--- src/rtl/alu_pkg.sv ---
// Shared opcode, width and FSM-state definitions for the multi-cycle ALU.
package alu_pkg;

    localparam int ALU_CTRL_W = 4;

    typedef enum logic [ALU_CTRL_W-1:0] {
        OP_AND  = 4'd0,
        OP_XOR  = 4'd1,
        OP_SLL  = 4'd2,
        OP_ADD  = 4'd3,
        OP_SUB  = 4'd4,
        OP_MUL  = 4'd5,
        OP_OR   = 4'd6,
        OP_SRA  = 4'd7,
        OP_SRL  = 4'd8,
        OP_SLT  = 4'd9,
        OP_SLTU = 4'd10
    } alu_op_e;

    typedef enum logic [1:0] {
        IDLE = 2'd0,
        MUL  = 2'd1,
        HOLD = 2'd2
    } alu_state_e;

endpackage

--- src/rtl/alu_mul_iter.sv ---
// Shift-add multiplier: one partial product per cycle, WIDTH cycles per product.
// product presents the accumulator value that the current iteration will store.
module alu_mul_iter #(
    parameter int WIDTH = 32
) (
    input  logic             clk_i,
    input  logic             rst_n_i,
    input  logic             start,
    input  logic [WIDTH-1:0] multiplicand,
    input  logic [WIDTH-1:0] multiplier,
    output logic             busy,
    output logic             done,
    output logic [WIDTH-1:0] product
);
    localparam int CW = $clog2(WIDTH) + 1;

    logic [WIDTH-1:0] mcand_reg;
    logic [WIDTH-1:0] mplr_reg;
    logic [WIDTH-1:0] acc_reg;
    logic [WIDTH-1:0] acc_next;
    logic [CW-1:0]    cnt_reg;

    assign acc_next = acc_reg + (mplr_reg[0] ? mcand_reg : '0);
    assign busy     = (cnt_reg != '0);
    // done flags the final iteration so the caller can register product at this edge
    assign done     = (cnt_reg == CW'(1));
    assign product  = acc_next;

    always_ff @(posedge clk_i or negedge rst_n_i) begin
        if (!rst_n_i) begin
            mcand_reg <= '0;
            mplr_reg  <= '0;
            acc_reg   <= '0;
            cnt_reg   <= '0;
        end else if (start) begin
            mcand_reg <= multiplicand;
            mplr_reg  <= multiplier;
            acc_reg   <= '0;
            cnt_reg   <= CW'(WIDTH);
        end else if (busy) begin
            mcand_reg <= mcand_reg << 1;
            mplr_reg  <= mplr_reg >> 1;
            acc_reg   <= acc_next;
            cnt_reg   <= cnt_reg - CW'(1);
        end
    end

endmodule

--- src/rtl/alu_mc.sv ---
// Multi-cycle ALU: single-cycle logic/arith/shift/compare ops, iterative MUL,
// valid/ready handshake on both request and result sides.
module alu_mc
    import alu_pkg::*;
#(
    parameter int WIDTH = 32
) (
    input  logic                  clk_i,
    input  logic                  rst_n_i,
    input  logic                  in_valid_i,
    output logic                  in_ready_o,
    input  logic [WIDTH-1:0]      data1_i,
    input  logic [WIDTH-1:0]      data2_i,
    input  logic [ALU_CTRL_W-1:0] ALUCtrl_i,
    output logic                  out_valid_o,
    input  logic                  out_ready_i,
    output logic [WIDTH-1:0]      data_o,
    output logic                  zero_o,
    output logic                  eq_o,
    output logic                  ovf_o
);
    localparam int SHW = $clog2(WIDTH);

    alu_state_e              state_reg, state_next;
    logic [WIDTH-1:0]        data_reg;
    logic                    zero_reg, eq_reg, ovf_reg, valid_reg, mul_eq_reg;
    logic                    accept, is_mul, mul_start, mul_busy, mul_done, mul_fin;
    logic [WIDTH-1:0]        mul_product, alu_res, sum, diff;
    logic signed [WIDTH-1:0] sra_res;
    logic                    alu_ovf;
    logic [SHW-1:0]          shamt;

    // Reset term keeps in_ready low while the block is held in reset
    assign in_ready_o = rst_n_i && (state_reg == IDLE) && (!valid_reg || out_ready_i);
    assign accept     = in_valid_i && in_ready_o;
    assign is_mul     = (ALUCtrl_i == OP_MUL);
    assign mul_start  = accept && is_mul;
    assign mul_fin    = (state_reg == MUL) && mul_done;

    assign shamt   = data2_i[SHW-1:0];
    assign sum     = data1_i + data2_i;
    assign diff    = data1_i - data2_i;
    assign sra_res = $signed(data1_i) >>> shamt;

    always_comb begin
        alu_res = '0;
        alu_ovf = 1'b0;
        case (ALUCtrl_i)
            OP_AND:  alu_res = data1_i & data2_i;
            OP_XOR:  alu_res = data1_i ^ data2_i;
            OP_OR:   alu_res = data1_i | data2_i;
            OP_SLL:  alu_res = data1_i << shamt;
            OP_SRL:  alu_res = data1_i >> shamt;
            OP_SRA:  alu_res = sra_res;
            OP_ADD: begin
                alu_res = sum;
                alu_ovf = (data1_i[WIDTH-1] == data2_i[WIDTH-1]) && (sum[WIDTH-1] != data1_i[WIDTH-1]);
            end
            OP_SUB: begin
                alu_res = diff;
                alu_ovf = (data1_i[WIDTH-1] != data2_i[WIDTH-1]) && (diff[WIDTH-1] != data1_i[WIDTH-1]);
            end
            OP_SLT:  alu_res = {{(WIDTH-1){1'b0}}, $signed(data1_i) < $signed(data2_i)};
            OP_SLTU: alu_res = {{(WIDTH-1){1'b0}}, data1_i < data2_i};
            default: alu_res = '0;
        endcase
    end

    alu_mul_iter #(.WIDTH(WIDTH)) u_mul (
        .clk_i        (clk_i),
        .rst_n_i      (rst_n_i),
        .start        (mul_start),
        .multiplicand (data1_i),
        .multiplier   (data2_i),
        .busy         (mul_busy),
        .done         (mul_done),
        .product      (mul_product)
    );

    always_ff @(posedge clk_i or negedge rst_n_i) begin
        if (!rst_n_i) state_reg <= IDLE;
        else          state_reg <= state_next;
    end

    // A MUL result lands in HOLD only when the consumer is already stalling
    always_comb begin
        state_next = state_reg;
        case (state_reg)
            IDLE: if (mul_start) state_next = MUL;
            MUL: begin
                if (mul_done)       state_next = out_ready_i ? IDLE : HOLD;
                else if (!mul_busy) state_next = IDLE;
            end
            HOLD: if (out_ready_i) state_next = IDLE;
            default: state_next = IDLE;
        endcase
    end

    always_ff @(posedge clk_i or negedge rst_n_i) begin
        if (!rst_n_i) begin
            data_reg   <= '0;
            zero_reg   <= 1'b0;
            eq_reg     <= 1'b0;
            ovf_reg    <= 1'b0;
            valid_reg  <= 1'b0;
            mul_eq_reg <= 1'b0;
        end else begin
            if (mul_start) mul_eq_reg <= (data1_i == data2_i);
            if (accept && !is_mul) begin
                data_reg  <= alu_res;
                zero_reg  <= (alu_res == '0);
                eq_reg    <= (data1_i == data2_i);
                ovf_reg   <= alu_ovf;
                valid_reg <= 1'b1;
            end else if (mul_fin) begin
                data_reg  <= mul_product;
                zero_reg  <= (mul_product == '0);
                eq_reg    <= mul_eq_reg;
                ovf_reg   <= 1'b0;
                valid_reg <= 1'b1;
            end else if (out_ready_i) begin
                valid_reg <= 1'b0;
            end
        end
    end

    assign out_valid_o = valid_reg;
    assign data_o      = data_reg;
    assign zero_o      = zero_reg;
    assign eq_o        = eq_reg;
    assign ovf_o       = ovf_reg;

endmodule

--- config.mk ---
export PLATFORM = sky130hd
export DESIGN_NAME = alu_mc
export DESIGN_NICKNAME = d
export VERILOG_FILES = /design/src/rtl/alu_pkg.sv /design/src/rtl/alu_mul_iter.sv /design/src/rtl/alu_mc.sv
export SDC_FILE = /design/constraint.sdc
export NUM_CORES = 1
export LEC_CHECK = 0
export CAP_MARGIN = 40
export CORE_UTILIZATION = 45
export DETAILED_ROUTE_END_ITERATION = 10
export SYNTH_ARGS = -nofsm -noshare
export SYNTH_HDL_FRONTEND = slang
export SYNTH_SLANG_ARGS = --single-unit
--- constraint.sdc ---
create_clock -name clk_i -period 7.8 [get_ports clk_i]
set_input_delay 0.78 -clock clk_i [delete_from_list [all_inputs] [get_ports clk_i]]
set_output_delay 0.78 -clock clk_i [all_outputs]
set_load 0.05 [all_outputs]
=== Yosys cells after proc, flatten, opt, wreduce, memory -nomap -nowiden ===
Index checks and enable logic that the tools add are counted.

* Register bits: 141
* Output and inout port bits: 37

* Add/sub/neg operators: 4
* Order comparisons: 2
* Equal/unequal tests: 21
* Shift operators: 3
* Mux-type cells: 28
* Bitwise logic cells: 3
* Reductions and logical operators: 20

{| class="wikitable"
|+ Operators by type and width
! cell !! number
|-
| one-hot mux 32 bit (10 select lines) || 1
|-
| 2-to-1 mux 32 bit || 9
|-
| adder 32 bit || 2
|-
| logical NOT 32 bit || 2
|-
| < comparator 32 bit || 2
|-
| bitwise AND 32 bit || 1
|-
| equality test 32 bit || 1
|-
| OR 32 bit || 1
|-
| left shift 32 x 5 -> 32 bit || 1
|-
| right shift 32 x 5 -> 32 bit || 1
|-
| >>> shifter 32 x 5 -> 32 bit || 1
|-
| subtractor 32 bit || 1
|-
| bitwise XOR 32 bit || 1
|-
| equality test 4 x 3 -> 1 bit, second input constant || 4
|-
| equality test 4 bit, second input constant || 3
|-
| 2-to-1 mux 6 bit || 2
|-
| 2-to-1 mux 2 bit || 5
|-
| 2-to-1 mux 1 bit || 9
|-
| equality test 4 x 2 -> 1 bit, second input constant || 2
|-
| logical AND 1 bit || 8
|-
| equality test 6 x 1 -> 1 bit, second input constant || 1
|-
| one-hot mux 2 bit (3 select lines) || 1
|-
| nonzero test 6 bit || 1
|-
| subtractor 6 x 1 -> 6 bit, second input constant || 1
|-
| other kinds (15) || 20
|}

=== Logic depth before layout (Yosys ltp) ===
Gate-level depths: netlist (run 1).

* Depth after elaboration: 7
* Gate-level depth with buffers: 19

=== Modules after synthesis ===
A second synthesis (run 1) with hierarchy kept.

* Cell total of the unflattened synthesis: 2303
* Area, all modules: 17927.2 sq um

{| class="wikitable"
|+ Modules (own cells, without submodules)
! module !! instances !! cells an instance !! area each (sq um)
|-
| alu_mc || 1 || 1576 || 11461.0
|-
| alu_mul_iter || 1 || 727 || 6466.2
|}

=== Worst setup path before layout (run 1) ===
No wires, ideal clock.

* Path kind: input to register
* Start point: in data2_i[2]
* End point: reg zero_reg, in the netlist zero_o
* Library setup time: 69 ps
* Arrival time: 4788 ps
* Setup slack: 2943 ps
* Stages on the path: 19
* Path buffers: 5
* Path through: clkbuf_1 -> inv_2 -> buf_2 -> buf_1 -> buf_2 -> ha_1 -> buf_6 -> nand2b_4 -> a2111o_1 -> a311oi_2 -> a211oi_1 -> o21ai_1 -> a21oi_1 -> or3b_2 -> nor4_1 -> nand4_1 -> nor4_1 -> nand2_1 -> nand3_1

* Longest elaborated chain between the ends: 4
* Elaborated cells on any way between the ends: 13
* Those cells by class: 2 x add/sub; 2 x order compare; 3 x shift; 2 x mux; 3 x bitwise; 1 x reduce/logical

{| class="wikitable"
|+ RTL lines
! element !! line !! text
|-
| start, declared || alu_mc.sv:13 || <nowiki>input logic [WIDTH-1:0] data2_i,</nowiki>
|-
| subtractor 32 bit, or another cell as far along || alu_mc.sv:42 || <nowiki>assign diff = data1_i - data2_i;</nowiki>
|-
| one-hot mux 32 bit (10 select lines) (*) || alu_mc.sv:48 || <nowiki>case (ALUCtrl_i)</nowiki>
|-
| logical NOT 32 bit (*) || alu_mc.sv:111 || <nowiki>zero_reg <= (alu_res == '0);</nowiki>
|-
| 2-to-1 mux 1 bit (*) || alu_mc.sv:109 || <nowiki>if (accept && !is_mul) begin</nowiki>
|-
| end signal, assigned || alu_mc.sv:111 ||
|-
| end signal, assigned || alu_mc.sv:117 || <nowiki>zero_reg <= (mul_product == '0);</nowiki>
|-
| end, declared || alu_mc.sv:26 || <nowiki>logic zero_reg, eq_reg, ovf_reg, valid_reg, mul_eq_reg;</nowiki>
|}

Mark *: on every way between the ends. The rest lies on a longest branch, timed or not.
A chain may end at the register's enable or synchronous reset.

=== Worst setup path after layout (run 1) ===
Same ends and word-level chain as after synthesis.

==> results of run 1 <==
-- power groups by stage --
stage               Combinational (uW)  Clock [uW]  Sequential (uW)
global route                      2710         975             1270
finish                            2520         935             1240
floorplan                         1400           0             1450
CTS                               2470         956             1240
detailed placement                2450           0             1250
global placement                  2420           0             1240
-- worst max-delay path by stage --
stage / start / to / slack [ps]
final: data2_i[2] / zero_o / 2260
after global routing: data1_i[6] / zero_o / 2130
after CTS: data2_i[2] / zero_o / 2590
after detailed placement: data2_i[2] / zero_o / 2110
after global placement: data2_i[0] / zero_o / 2130
after floorplan: data2_i[2] / zero_o / 2940
-- logic make-up (layout without fill, tap and decap cells) --
logic type | Yosys count | count (layout)
DFF | 141 | 141
buffers and inverters | 280 | 310
AOI/OAI and AO/OA | 706 | 706
and+or+nand+nor | 836 | 836
muxes | 136 | 136
adders and majority gates | 136 | 136
xor gates and xnor gates | 41 | 41
-- cells in the mapped netlist (7+ instances only) --
| library cell | count |
|---|---|
| o22ai_1 | 16 |
| mux2i_1 | 61 |
| buf_2 | 26 |
| mux2_2 | 29 |
| nor3_1 | 51 |
| nand2_1 | 317 |
| a31oi_1 | 79 |
| nand2b_1 | 17 |
| xnor2_1 | 23 |
| a21o_1 | 31 |
| inv_1 | 111 |
| a211oi_1 | 32 |
| mux4_2 | 43 |
| o21bai_1 | 10 |
| a211o_1 | 13 |
| nor3b_1 | 10 |
| ha_1 | 133 |
| a22oi_1 | 33 |
| and2_1 | 42 |
| and3_1 | 16 |
| o31ai_1 | 14 |
| o211a_1 | 8 |
| xor2_1 | 18 |
| o2111ai_1 | 11 |
| a21oi_1 | 170 |
| nor4_1 | 21 |
| o211ai_1 | 26 |
| nand4_1 | 19 |
| or3_1 | 9 |
| o21ai_1 | 7 |
| o21a_1 | 7 |
| a311oi_1 | 7 |
| nand3_1 | 35 |
| a221oi_1 | 18 |
| clkbuf_1 | 112 |
| o21ai_0 | 103 |
| buf_1 | 19 |
| o221ai_1 | 12 |
| dfrtp_1 | 141 |
| a221o_1 | 16 |
| nor2_1 | 239 |
| a2111oi_0 | 8 |
| nor2b_1 | 14 |
-- layout make-up --
type,count,share of cell area [%]
clock buffers,18,2.24
clock inverters,14,1.04
inverters,114,2.18
multi-input cells,1855,65.5
flip-flops and latches,141,18.0
well taps,511,3.26
repair buffers,164,7.77
-- layer usage --
| layer | wire length, um | part of all wire (%) |
|---|---|---|
| met5 | 16 | 0.019 |
| met3 | 9100 | 11 |
| met4 | 5010 | 6.0 |
| met1 | 34300 | 41 |
| met2 | 34500 | 42 |
-- through the flow --
| step | hold WS (ps) | std cells | instance area [sq um] | total power (uW) |
|---|---|---|---|---|
| finish | 379 | 2817 | 19600 | 4700 |
| global route | 439 | 2817 | 19600 | 4960 |
| CTS | 377 | 2817 | 19600 | 4660 |
| detailed placement | 477 | 2785 | 19000 | 3700 |
| global placement | 465 | 2779 | 18900 | 3660 |
| floorplan | 450 | 2276 | 17400 | 2860 |
-- worst max-delay path: cells and delay by family --
family	cells	cell delay (ps)
buffers and inverters	4	1450
AO/OA/AOI/OAI	2	1200
XOR/XNOR	1	100
AND/OR/NAND/NOR	9	2070
adder cells (fa/ha/maj)	1	300
==> impl_metrics.toml, run 1 <==
[floorplan]
core_sq_mm = 0.0378
die_w_um = 199
fp.dieH_um = 199
floorplan.initialDensity_pct = 46.0
dieArea_sq_mm = 0.0395
ioPinCount = 109
rows = 71

[power_and_ir_drop]
p_leak_uw = 0.00853
ir_worst_vdd_mv = 0.189
pwr-share-clk_pct = 19.9
internal-power_uw = 2470
p_sw_uw = 2230
swShare_pct = 47.5
power_per_cell_area_mw_per_mm2 = 240
pwr-share-seq_pct = 26.4
p_comb_share_pct = 53.7

[critical_path]
critPathMaxStageDelay_ps = 970
slowest_stage = "a221oi_1"
crit_chain = "clkdlybuf4s50_1 > buf_4 > inv_2 > buf_4 > ha_1 > nor3b_1 > nor3_1 > nand2_1 > a31oi_1 > xnor2_1 > a221oi_1 > nand4_1 > nor3_1 > nand4_1 > nor4_1 > nand2_1 > nand3_1"
path_max_fanout = 37
crit_path_start_kind = "input port"
r2r_end = "zero_o"
arrival_ps = 5950
worstSetupEndpointType = "register"
critPathRequiredTime_ps = 8210
r2r_cells = 16
r2r_slack_ps = 2590
crit_type = "in -> reg"
reg2reg_from = "u_mul.mplr_reg[0]"

[cts]
hold_buffers = 0
ctsRootBufferMaster = "clkbuf_16"
htree_levels = 4
ctsResizeCount = 0
cts_num_sinks = 141
insertion_delay_ps = 490
tritoncts = "built"
cts_setup_buffers = 0
clockBufferDepth = 2
clkTransAtPathRegs_ps = 60
cts_made_buffers = 17

[sta]
finalSetupViolations = 0
max_freq_mhz = 181
min_period_over_period_pct = 71.0
tns_ps = 0
hold_viol = 0
rsz0062_at_grt = "false"
fin_ws_ps = 2260
worst_pin_slew_ps = 1140
drv_slew = 0
fin_skew_ps = 16.5
max-slew-margin-rel_pct = 24.3
post-route-min-period_ps = 5540

[layout]
fillerInstances = 3728
utilization_pct = 51.8
antenna_cells = 0
nets = 2501
final_common_cell = "nand2_1"
multiInputGateArea_sq_mm = 0.0128
area_growth_pct = 12.5
drive_above_1_share_pct = 9.24
layout_common_cells = "316 x nand2_1, 237 x nor2_1, 170 x a21oi_1"
seqCellArea_sq_mm = 0.00353

[global_routing]
grt.busiest_layer = "met2"
track_usage_pct = 42.3
grt_pass1_vias = 18000
met2_usage_pct = 60.6
grt_util_met3_pct = 8.83
grt_overflow = 0
grt_max_degree = 84
antenna_found_initial = 4
grt_pass1_wl_um = 121000
met1_usage_pct = 58.5

[hold_path]
hp-class = "in -> async"

[yosys]
synth_area_leaders = "dfrtp_1 20%, ha_1 9.6%, nand2_1 6.8%, mux4_2 5.6%, nor2_1 5.1%"
synthXorXnorAreaFrac_pct = 2.06
synth_top_flop_cell = "dfrtp_1"
synth_top_area_cell = "dfrtp_1"
synthDistinctLibCells = 101
yosysSeqAreaShare_pct = 20.2
synth_top_area_share_pct = 20.2
syn_area_per_cell_sq_um = 7.66
syn-instance-count = 2276
synthMuxAreaShare_pct = 11.3
synth_fa_ha_area_share_pct = 9.90
synth_area_sq_mm = 0.0174
synth-compound-area-share_pct = 27.6
syn-num-nets = 2484
synth.ff_latch_count = 141
synth_top_family_by_area = "compound AO/OA/AOI/OAI gates"
yosysWarnings = 0
yosys.area_share.simple_pct = 22.3
ys_async_sr_fraction_pct = 100
synth_edf_count = 0

[detailed_routing]
firstDrtPassIters = 6
drc_errors = 0
final_antenna_net_count = 0
vias_per_cell = 6.86
post_drt_wl_per_cell_um = 29.4
drtIter0Drc = 2842
drt_wl_total_um = 82900
dr_total_vias = 19300

[placed_design]
dpl_worst_slack_ps = 2110
place.gp.congestion = 1.09
io_buffers = 108
hpwlAfterDp_um = 62400

[status]
status = "finished, final reports clean"

[job]
cap_violations = 0
(Power assumes the default switching activity.)
==> inputs of run 2 (changes only) <==
--- a/config.mk
+++ b/config.mk
@@ -8,6 +8,7 @@
 export CAP_MARGIN = 40
 export CORE_UTILIZATION = 45
 export DETAILED_ROUTE_END_ITERATION = 10
+export PLACE_DENSITY = 0.66
 export SYNTH_ARGS = -nofsm -noshare
 export SYNTH_HDL_FRONTEND = slang
 export SYNTH_SLANG_ARGS = --single-unit
==> constraint.sdc (replaced) <==
create_clock -name clk_i -period 4.72 [get_ports clk_i]
set_input_delay 0.472 -clock clk_i [delete_from_list [all_inputs] [get_ports clk_i]]
set_output_delay 0.472 -clock clk_i [all_outputs]
set_load 0.05 [all_outputs]
==> run 2 against run 1 <==
  * Die area stayed put
  * Clock power is 36% higher
  * Critical path depth is 1 lower
  * Worst hold slack better by 90 ps
  * Global-route usage is 0.96 points higher
  * Sequential power is 64% higher
  * Sequential share of layout area is 1.4 points lower
  * Combinational power is 78% higher
==> impl_metrics.toml, run 2 (synthesis results as in run 1) <==
[placed_design]
dpl_worst_slack_ps = 2.78
place.gp.congestion = 1.07
io_buffers = 108
hpwlAfterDp_um = 67000
placed_cell_area_sq_mm = 0.0207

[critical_path]
critPathRequiredTime_ps = 5100
critPathTopFamily = "simple AND/OR/NAND/NOR gates"
crit_path_start_kind = "register"
crit_path_frequent_cell = "nor4bb_1"
arrival_ps = 4780
cp_num_buf_inv = 1
path_max_fanout = 12
worstSetupEndpointType = "register"
critPathMaxStageDelay_ps = 480
crit_type = "reg -> reg"
r2r_cells = 16
slowest_stage = "dfrtp_1"
cp_num_cells = 16
crit_chain = "and2_1 > ha_1 > fa_1 > a211oi_1 > o21bai_1 > a21oi_1 > xor2_1 > nor4bb_1 > o2111ai_1 > nor4bb_1 > buf_4 > nand4_1 > nor4bb_1 > and4b_1 > nand4b_1 > nand3_1"

[sta]
worst_pin_slew_ps = 892
finalSetupViolations = 0
max-slew-margin-rel_pct = 40.3
min_period_over_period_pct = 93.3
drv_slew = 0
hold_viol = 0
post-route-min-period_ps = 4400
fin_ws_ps = 318
max_freq_mhz = 227
rsz0062_at_grt = "false"
tns_ps = 0
fin_skew_ps = 13.1

[job]
cap_violations = 0

[global_routing]
antenna_found_initial = 2
track_usage_pct = 43.2
grt_pass1_vias = 19100
grt_max_degree = 98
grt_overflow = 0
grt_pass1_wl_um = 125000

[layout]
drive_above_1_share_pct = 16.8
nets = 2721
design_area_sq_mm = 0.0212
seqCellArea_sq_mm = 0.00353
fillerInstances = 3636
multiInputGateArea_sq_mm = 0.0128
final_common_cell = "nand2_1"
area_growth_pct = 21.9
layout_common_cells = "316 x nand2_1, 262 x buf_4, 238 x nor2_1"

[cts]
cts_num_sinks = 141
ctsRootBufferMaster = "clkbuf_16"
cts_made_buffers = 17
insertion_delay_ps = 450
clkTransAtPathRegs_ps = 60
clockBufferDepth = 2
htree_levels = 4
tritoncts = "built"
cts_setup_buffers = 0

[detailed_routing]
firstDrtPassIters = 6
post_drt_wl_per_cell_um = 28.0
vias_per_cell = 6.73
drtIter0Drc = 2774
drt_wl_total_um = 85200
dr_total_vias = 20400
drc_errors = 0
final_antenna_net_count = 0

[floorplan]
ioPinCount = 109
floorplan.initialDensity_pct = 46.0
dieArea_sq_mm = 0.0395
rows = 71
die_w_um = 199
core_sq_mm = 0.0378
fp.dieH_um = 199

[power_and_ir_drop]
power_per_cell_area_mw_per_mm2 = 367
ir_worst_vdd_mv = 0.318
p_leak_uw = 0.00955
p_total_uw = 7800

[hold_path]
hp-class = "in -> async"

[status]
status = "finished, final reports clean"
-- run 2: changes by cell type in the layout (fill, tap and decap cells not counted), sizes merged --
cell / previous run / this run
buf: 60 / 279
clkinv: 4 / 6
clkbuf: 18 / 21
diode: 0 / 4
clkinvlp: 2 / 3
dlygate4sd3: 0 / 1
bufinv: 4 / 1
inv: 118 / 113
-- run 2: layout make-up --
cell class	count	area share, %
flip-flops and latches	141	16.6
inverters	114	2.01
clock buffers	21	2.12
clock inverters	9	0.436
well taps	511	3.01
repair buffers	384	15.4
multi-input cells	1855	60.3
diodes	4	0.0471
-- run 2: through the flow --
step	hold slack, ps	cells	utilization (%)
after floorplan	176	2276	-
after global placement	366	2999	54.6
after detailed placement	366	3003	54.6
after CTS	465	3034	56.1
after global routing	511	3035	56.1
final	469	3039	56.1
-- run 2: metal layers --
layer / up-vias / GRT usage (%) / share of wire (%)
met5: - / 0 / 0
met4: 0 / 22.9 / 5.8
met3: 267 / 11.9 / 12
met2: 1353 / 62.2 / 41
met1: 9936 / 58.5 / 41
li1: 8886 / - / -
-- run 2: what timing repair did --
item                      4_1_cts  5_1_grt
hold endpoints to repair       29        0
hold buffers                    1        0
resized for setup               0        0
-- run 2: path summary, 6_finish.rpt --
check	start	endpoint	slack (ps)
setup / recovery	u_mul.mplr_reg[0]	zero_o	320
setup reg to reg	u_mul.mplr_reg[0]	zero_o	320
min in group clk_i	data_o[16]	data_o[16]	480
max in group asynchronous	rst_n_i	u_mul.mplr_reg[4]	2470
hold / removal	rst_n_i	data_o[3]	470
hold reg to reg	data_o[16]	data_o[16]	480
-- run 2: power by group --
group / total, uW / switching (uW) / internal [uW]
Combinational: 4490 / 2770 / 1720
Clock: 1270 / 542 / 732
Sequential: 2030 / 343 / 1690
Total: 7800 / 3650 / 4140
